==> src/rtl/seg_scan_pkg.sv <==
// seg_scan_pkg: state encoding, sizing helper and inactive-level pattern for the segment scanner
package seg_scan_pkg;
   localparam logic [1:0] IDLE  = 2'd0;
   localparam logic [1:0] BLANK = 2'd1;
   localparam logic [1:0] SHOW  = 2'd2;
   function automatic int clog2(input int v);
      int r = 0;
      while ((1 << r) < v) r++;
      return r;
   endfunction
   function automatic logic [31:0] inact(input bit active_low);
      return active_low ? '1 : '0;
   endfunction
endpackage

==> src/rtl/seg_scan_driver_if.sv <==
// seg_scan_driver_if: enable, pattern input and multiplexed display outputs
interface seg_scan_driver_if #(
   parameter int NUM_DIGITS = 2,
   parameter int SEG_WIDTH  = 8
);
   logic                            enable_i;
   logic [NUM_DIGITS*SEG_WIDTH-1:0] seg_in_i;
   logic [SEG_WIDTH-1:0]            seg_out_o;
   logic [NUM_DIGITS-1:0]           dig_en_o;
   logic                            frame_done_o;
   modport master (output enable_i, seg_in_i, input seg_out_o, dig_en_o, frame_done_o);
   modport slave  (input enable_i, seg_in_i, output seg_out_o, dig_en_o, frame_done_o);
endinterface

==> src/rtl/scan_timer.sv <==
// scan_timer: loadable down-counter, tc_o high while the count is zero
module scan_timer #(
   parameter int W = 16
) (
   input  logic         clk,
   input  logic         reset,
   input  logic         load_i,
   input  logic [W-1:0] load_val_i,
   output logic         tc_o
);
   logic [W-1:0] cnt_q, cnt_d;
   assign tc_o = cnt_q == '0;
   always_comb cnt_d = load_i ? load_val_i : (tc_o ? cnt_q : cnt_q - 1'b1);
   always_ff @(posedge clk) begin
      if (reset) cnt_q <= '0;
      else cnt_q <= cnt_d;
   end
endmodule

==> src/rtl/seg_scan_driver.sv <==
// seg_scan_driver: frame-latched, blank-gapped time multiplexing of digit patterns onto one segment bus
module seg_scan_driver
   import seg_scan_pkg::*;
#(
   parameter int NUM_DIGITS   = 2,
   parameter int SEG_WIDTH    = 8,
   parameter int SCAN_DIV     = 50000,
   parameter int BLANK_CYCLES = 500,
   parameter bit ACTIVE_LOW   = 1
) (
   input logic             clk,
   input logic             reset,
   seg_scan_driver_if.slave bus
);
   localparam int MAXC = SCAN_DIV > BLANK_CYCLES ? SCAN_DIV : BLANK_CYCLES;
   localparam int CW = clog2(MAXC > 2 ? MAXC : 2);
   localparam int IW = clog2(NUM_DIGITS > 2 ? NUM_DIGITS : 2);
   localparam logic [SEG_WIDTH-1:0]  SEG_INACT = SEG_WIDTH'(inact(ACTIVE_LOW));
   localparam logic [NUM_DIGITS-1:0] DIG_INACT = NUM_DIGITS'(inact(ACTIVE_LOW));
   localparam logic [CW-1:0] SCAN_LD  = CW'(SCAN_DIV - 1);
   localparam logic [CW-1:0] START_LD = BLANK_CYCLES == 0 ? SCAN_LD : CW'(BLANK_CYCLES - 1);
   localparam logic [1:0]    START    = BLANK_CYCLES == 0 ? SHOW : BLANK;
   localparam logic [IW-1:0] LAST     = IW'(NUM_DIGITS - 1);
   logic [1:0]                      state_q, state_d;
   logic [IW-1:0]                   idx_q, idx_d;
   logic [NUM_DIGITS*SEG_WIDTH-1:0] buf_q, buf_d;
   logic [SEG_WIDTH-1:0]            seg_q, seg_d;
   logic [NUM_DIGITS-1:0]           dig_q, dig_d;
   logic                            fd_q, fd_d;
   logic                            ld, tc, last;
   logic [CW-1:0]                   ld_val;
   scan_timer #(.W(CW)) u_timer (
      .clk       (clk),
      .reset     (reset),
      .load_i    (ld),
      .load_val_i(ld_val),
      .tc_o      (tc)
   );
   assign last = idx_q == LAST;
   always_comb begin
      state_d = state_q;
      idx_d   = idx_q;
      buf_d   = buf_q;
      fd_d    = 1'b0;
      ld      = 1'b0;
      ld_val  = '0;
      if (!bus.enable_i) begin
         state_d = IDLE;
         ld      = 1'b1;
      end else if (state_q == IDLE) begin
         state_d = START;
         idx_d   = '0;
         buf_d   = bus.seg_in_i;
         ld      = 1'b1;
         ld_val  = START_LD;
      end else if (tc && state_q == BLANK) begin
         state_d = SHOW;
         ld      = 1'b1;
         ld_val  = SCAN_LD;
      end else if (tc) begin
         // end of a digit; the frame boundary re-latches the input and wraps
         state_d = START;
         idx_d   = last ? '0 : idx_q + 1'b1;
         buf_d   = last ? bus.seg_in_i : buf_q;
         fd_d    = last;
         ld      = 1'b1;
         ld_val  = START_LD;
      end
      seg_d = state_d == SHOW ? buf_d[idx_d*SEG_WIDTH +: SEG_WIDTH] ^ SEG_INACT : SEG_INACT;
      dig_d = state_d == SHOW ? (NUM_DIGITS'(1) << idx_d) ^ DIG_INACT : DIG_INACT;
   end
   always_ff @(posedge clk) begin
      if (reset) begin
         state_q <= IDLE;
         idx_q   <= '0;
         buf_q   <= '0;
         seg_q   <= SEG_INACT;
         dig_q   <= DIG_INACT;
         fd_q    <= 1'b0;
      end else begin
         state_q <= state_d;
         idx_q   <= idx_d;
         buf_q   <= buf_d;
         seg_q   <= seg_d;
         dig_q   <= dig_d;
         fd_q    <= fd_d;
      end
   end
   assign bus.seg_out_o    = seg_q;
   assign bus.dig_en_o     = dig_q;
   assign bus.frame_done_o = fd_q;
endmodule
==> src/flat_wrapper.sv <==
// flat-port wrapper written by rule: the top's interface ports become plain ports
module seg_scan_driver_flat import seg_scan_pkg::*;
#(
   parameter int NUM_DIGITS   = 2,
   parameter int SEG_WIDTH    = 8,
   parameter int SCAN_DIV     = 50000,
   parameter int BLANK_CYCLES = 500,
   parameter bit ACTIVE_LOW   = 1
)
  (clk, reset, bus_enable_i, bus_seg_in_i, bus_seg_out_o, bus_dig_en_o, bus_frame_done_o);
  seg_scan_driver_if #(.NUM_DIGITS(NUM_DIGITS), .SEG_WIDTH(SEG_WIDTH)) bus_i ();
  input logic clk;
  input logic reset;
  input wire logic [$bits(bus_i.enable_i)-1:0] bus_enable_i;
  input wire logic [$bits(bus_i.seg_in_i)-1:0] bus_seg_in_i;
  output wire logic [$bits(bus_i.seg_out_o)-1:0] bus_seg_out_o;
  output wire logic [$bits(bus_i.dig_en_o)-1:0] bus_dig_en_o;
  output wire logic [$bits(bus_i.frame_done_o)-1:0] bus_frame_done_o;
  assign bus_i.enable_i = bus_enable_i;
  assign bus_i.seg_in_i = bus_seg_in_i;
  assign bus_seg_out_o = bus_i.seg_out_o;
  assign bus_dig_en_o = bus_i.dig_en_o;
  assign bus_frame_done_o = bus_i.frame_done_o;
  seg_scan_driver #(.NUM_DIGITS(NUM_DIGITS), .SEG_WIDTH(SEG_WIDTH), .SCAN_DIV(SCAN_DIV), .BLANK_CYCLES(BLANK_CYCLES), .ACTIVE_LOW(ACTIVE_LOW)) u_core (.clk(clk), .reset(reset), .bus(bus_i));
endmodule
==> config.mk <==
export PLATFORM = sky130hd
export DESIGN_NAME = seg_scan_driver_flat
export DESIGN_NICKNAME = d
export VERILOG_FILES = /design/src/rtl/seg_scan_pkg.sv /design/src/rtl/seg_scan_driver_if.sv /design/src/rtl/scan_timer.sv /design/src/rtl/seg_scan_driver.sv /design/src/flat_wrapper.sv
export SDC_FILE = /design/constraint.sdc
export NUM_CORES = 1
export LEC_CHECK = 0
export BUFFER_PORTS_ARGS = -buffer_cell sky130_fd_sc_hd__buf_2
export CAP_MARGIN = 20
export CORE_MARGIN = 2
export CORE_UTILIZATION = 59
export DETAILED_ROUTE_END_ITERATION = 10
export GPL_ROUTABILITY_DRIVEN = 1
export GPL_TIMING_DRIVEN = 0
export PLACE_DENSITY = 0.83
export REMOVE_ABC_BUFFERS = 1
export SYNTH_ARGS = -nofsm -noshare
export SYNTH_HDL_FRONTEND = slang
export SYNTH_SLANG_ARGS = --single-unit
==> constraint.sdc <==
create_clock -name clk -period 4.9 [get_ports clk]
set_input_delay 0.735 -clock clk [delete_from_list [all_inputs] [get_ports clk]]
set_output_delay 0.735 -clock clk [all_outputs]
set_load 0.05 [all_outputs]
# == After elaboration in Yosys (flattened, before gate mapping) ==
# Index checks and enable logic that the tools add are counted.
# word_totals
out_inout_bits,11
register_bits,46
input_bits,19
word_cells,48
# op_classes
reduce_logical,5
addsub,2
bitwise_logic,5
n_mux,24
eq_ne,3
shift,2
# ops
operator,count
$mux 16,10
$logic_not 16->1,1
$shiftx 16x5->8,1
$sub 16x1->16 const B,1
$mux 1,9
$mux 9,1
$mux 2,4
$not 8->8,1
$reduce_or 5->1,1
$not 1->1,3
$eq 2x1->1 const B,1
$eq 2x2->1 const B,1
$logic_not 2->1,1
$ne 2x2->1 const B,1
$not 2->2,1
$reduce_or 2->1,1
$shl 1x1->2 const A,1
$add 1x1->1 const B,1
$logic_and 1x1->1,1

# == Longest topological paths before layout ==
# depth
word_depth,8
mapped_depth,9
depth_no_buf,7

# == Modules after synthesis ==
# Synthesis repeated with hierarchy kept, for this count alone.
# unflattened
hier_cells,202
area_unflattened_um2,1959.4
# modules_own_cells
mod,seq_area_each_um2,instances,area_each_um2,cells_per_inst
seg_scan_driver,600.6,1,1091.0,100
scan_timer,320.3,1,868.3,102

# == Worst setup path after synthesis ==
# Ideal clock, no wire load.
# synth_path
kind,reg2reg
start,register u_core.u_timer.cnt_q[6]
end,"register u_core.seg_q[7], in the netlist u_core.bus.seg_out_o[7]"
path_slack_ps,2602
required_ps,4783
arrival_time_ps,2182
path_buffers,1
period_less_slack_ps,2298
setup_ps,117
path_stages_with_launch,7
path_cell_list,dfxtp_1 -> or4_1 -> buf_6 -> or4_4 -> o22ai_2 -> nand2_2 -> o22a_1
# synth_between
elab_chain_len,8
word_cells_on_any_way,19
classes_between,1 x eq/ne; 1 x shift; 12 x mux; 2 x bitwise; 3 x reduce/logical
# synth_rtl
element,line,text
from (decl),scan_timer.sv:11,"logic [W-1:0] cnt_q, cnt_d;"
from (signal assigned),scan_timer.sv:16,else cnt_q <= cnt_d;
$logic_not 16->1 (*),scan_timer.sv:12,assign tc_o = cnt_q == '0;
branches (longest 7 deep; another with $mux 16),-,
to (signal assigned),seg_scan_driver.sv:84,seg_q <= seg_d;
to (decl),seg_scan_driver.sv:27,"logic [SEG_WIDTH-1:0] seg_q, seg_d;"
# Every way passes the cells marked *.
# A chain may end at the register's enable or synchronous reset.

# == Worst setup path in the final report ==
# layout_path
start,register u_core.u_timer.cnt_q[6]
end,"register u_core.seg_q[4], in the netlist u_core.bus.seg_out_o[4]"
# The elaborated chain is that of the path after synthesis.

==> flow_metrics.py <==
metrics = {
    "synth": {
        "synth_most_common_cell": "dfxtp_1",
        "ys_seq_elements": 46,
        "yosys.area.top_type_share_pct": 49.4,
        "synthArstFlopShare_pct": 0,
        "synth_edf_count": 0,
        "synthCells": 187,
        "yosysSeqAreaShare_pct": 49.4,
        "yosysTopAreaCell": "dfxtp_1",
        "yosysWarnings": 0,
        "synth_common_cells": "46 x dfxtp_1, 28 x nor2_1, 16 x mux2i_1",
        "synth_cell_type_count": 37,
        "ys_top_cells_by_area": "dfxtp_1 49%, mux2i_1 8.6%, nor2_1 5.6%, xnor2_1 4.2%, a21oi_1 3.8%",
        "dominantRegCellSynth": "dfxtp_1",
        "avgSynthCellArea_sq_um": 9.97,
        "netlist_area_sq_um": 1860,
    },
    "detailed_routing": {
        "first_iter_violations": 87,
        "dr.pass1.iters": 4,
        "vias_per_cell": 5.55,
        "vias": 1443,
        "wl_per_cell_um": 13.9,
        "drc_errors": 0,
        "wirelength_um": 3620,
        "ant_nets": 0,
    },
    "worst_setup_path": {
        "r2r_cells": 5,
        "crit_path_start_kind": "flip-flop",
        "timing.rr.start": "u_core.u_timer.cnt_q[6]$_SDFFE_PP0P_",
        "ff2ff_setup_slack_ns": 2.03,
        "path_class": "flip-flop to flip-flop",
        "r2r-end": "u_core.bus.seg_out_o[4]$_SDFF_PP1_",
        "cp-end-kind": "flip-flop",
        "worstPathRequired_ns": 5.21,
        "critPathArrivalTime_ns": 3.18,
        "crit_fanout": 16,
        "cp-startpoint": "u_core.u_timer.cnt_q[6]$_SDFFE_PP0P_",
        "cp-endpoint": "u_core.bus.seg_out_o[4]$_SDFF_PP1_",
    },
    "sta": {
        "rsz0062_at_grt": "no",
        "fin_setup_tns_ns": 0,
        "worst_slack_ns": 2.03,
        "period_needed_ns": 2.87,
        "drv_slew": 0,
        "setup_viol": 0,
        "final_hold_viol_count": 0,
        "maxSlewHeadroom_pct": 47.5,
        "tightest_slew_ns": 0.788,
        "skew_ns": 0.0135,
        "fin_crit_sh_pct": 58.7,
        "timing.fmax_mhz": 348,
    },
    "clocking": {
        "cts_setup_buffers": 0,
        "cts_sinks": 46,
        "cts_buffer_depth": 2,
        "cts_resized": 0,
        "cts_tree": "done",
        "htreeDepth": 2,
        "root_buffer": "clkbuf_4",
        "clk_latency_ns": 0.36,
        "numCtsBuffers": 5,
        "clk_pin_slew_ns": 0.13,
        "cts_hold_buf": 0,
    },
    "finish": {
        "multi_input_area_sq_um": 876,
        "diodes": 0,
        "layout-drive-gt1-share_pct": 21.3,
        "nets": 236,
        "fillCellCount": 262,
        "areaGrowthSynthToFinish_pct": 10.7,
        "seq_area_sq_um": 921,
        "final_area_sq_um": 2060,
    },
    "global_routing": {
        "grt_pass1_vias": 1413,
        "grt_use_met3_pct": 8.44,
        "grt_use_met1_pct": 27.7,
        "antenna_found_initial": 0,
        "grt_pass1_wl_um": 6010,
        "grt_max_degree": 26,
        "busiest_layer": "met2",
        "track_usage_pct": 22.4,
        "grt_overflow": 0,
        "met2_usage_pct": 35.6,
    },
    "place": {
        "placement.io_buffers": 29,
        "pre_cts_ws_ns": 2.05,
        "gp_congestion": 0.892,
        "place_area_sq_um": 2010,
        "post-dp-hpwl_um": 2590,
    },
    "flow_run": {
        "drv_cap": 0,
    },
    "power": {
        "p_clk_share_pct": 25.4,
        "seq_power_share_pct": 58.5,
        "power_density_nw_per_um2": 331,
        "intPower_uw": 493,
        "p_leak_uw": 0.000823,
        "p_switching_uw": 189,
        "peakVddDrop_mv": 0.196,
        "power_frac_comb_pct": 16.1,
        "switching_share_pct": 27.7,
    },
    "die": {
        "die-area_sq_um": 3630,
        "die_y_um": 60.2,
        "die_x_um": 60.2,
        "io_pins": 30,
        "initial_utilization_pct": 61.6,
        "row_count": 20,
        "core_region_area_sq_um": 3030,
    },
    "outcome": {
        "outcome": "complete, no violations",
    },
    "worst_hold_path": {
        "min_from": "u_core.u_timer.cnt_q[0]$_SDFFE_PP0P_",
        "hold_class": "flip-flop to flip-flop",
    },
}
-- worst min-delay path by stage --
stage	depth (start not counted)	end
final	1	u_core.u_timer.cnt_q[0]$_SDFFE_PP0P_
after global routing	1	u_core.u_timer.cnt_q[0]$_SDFFE_PP0P_
after CTS	1	u_core.u_timer.cnt_q[0]$_SDFFE_PP0P_
after detailed placement	1	u_core.u_timer.cnt_q[0]$_SDFFE_PP0P_
after global placement	1	u_core.u_timer.cnt_q[0]$_SDFFE_PP0P_
after floorplan	1	u_core.u_timer.cnt_q[0]$_SDFFE_PP0P_
-- power by group through the flow --
| stage | Clock, uW | Sequential (uW) | Combinational [uW] |
|---|---|---|---|
| after floorplan | 0 | 406 | 81.3 |
| after global placement | 0 | 406 | 104 |
| after detailed placement | 0 | 407 | 109 |
| after CTS | 175 | 399 | 110 |
| after global routing | 192 | 401 | 123 |
| final | 173 | 399 | 110 |
-- registers in the layout, indices dropped and copies added (netlist names) --
register / flops
u_core.buf_q: 16
u_core.idx_q: 1
u_core.bus.frame_done_o: 1
u_core.bus.dig_en_o: 2
u_core.bus.seg_out_o: 8
u_core.state_q: 2
u_core.u_timer.cnt_q: 16
-- kinds of logic (layout without fill, tap and decap cells) --
| logic type | after synthesis | after routing | share of synthesized area [%] |
|---|---|---|---|
| buf+inv | 11 | 40 | 3.62 |
| fa+ha+maj | 2 | 2 | 1.34 |
| flops | 46 | 46 | 49.4 |
| mux | 16 | 16 | 8.59 |
| compound gates | 31 | 31 | 11.3 |
| simple gates | 69 | 69 | 20.1 |
| xor+xnor | 12 | 12 | 5.64 |
-- area by class of cell --
class	count	share of cell area, %
repair buffers	29	7.03
flip-flops and latches	46	44.6
multi-input cells	130	42.4
clock inverters	2	0.667
well taps	44	2.67
clock buffers	6	2.00
inverters	3	0.546
-- metrics by stage --
| step | utilization (%) | power, uW | std cells | hold WS, ns |
|---|---|---|---|---|
| floorplan | - | 487 | 179 | 0.447 |
| global placement | 66.3 | 510 | 252 | 0.462 |
| detailed placement | 66.3 | 516 | 252 | 0.479 |
| CTS | 68.1 | 684 | 260 | 0.504 |
| global route | 68.1 | 716 | 260 | 0.526 |
| finish | 68.1 | 682 | 260 | 0.496 |
-- per-layer routing --
layer  routed length (um)  part of all wire [%]  vias up
met4                   21                  0.58        0
met3                  177                   4.9        2
li1                     -                     -      708
met1                 1610                    44      699
met5                    0                     0        -
met2                 1820                    50       34
-- critical path, stage by stage (launching register included) --
cell	delay, ns
dfxtp_1	0.37
or4_1	0.71
nor4_4	0.49
o211a_1	0.75
mux2i_1	0.33
o22a_1	0.17
-- layout by cell type, fill, tap and decap left out, types with 3 or more instances in the layout --
cell type | netlist | layout
xnor2_1 | 9 | 9
nand2b_1 | 3 | 3
a21oi_1 | 14 | 14
clkbuf_4 | 0 | 5
inv_1 | 3 | 3
xor2_1 | 3 | 3
nor2_1 | 28 | 28
dfxtp_1 | 46 | 46
o22a_1 | 8 | 8
buf_2 | 0 | 29
nor3_1 | 3 | 3
mux2i_1 | 16 | 16
nand2_1 | 11 | 11
nand3_1 | 6 | 6
(Power assumes the default switching activity.)
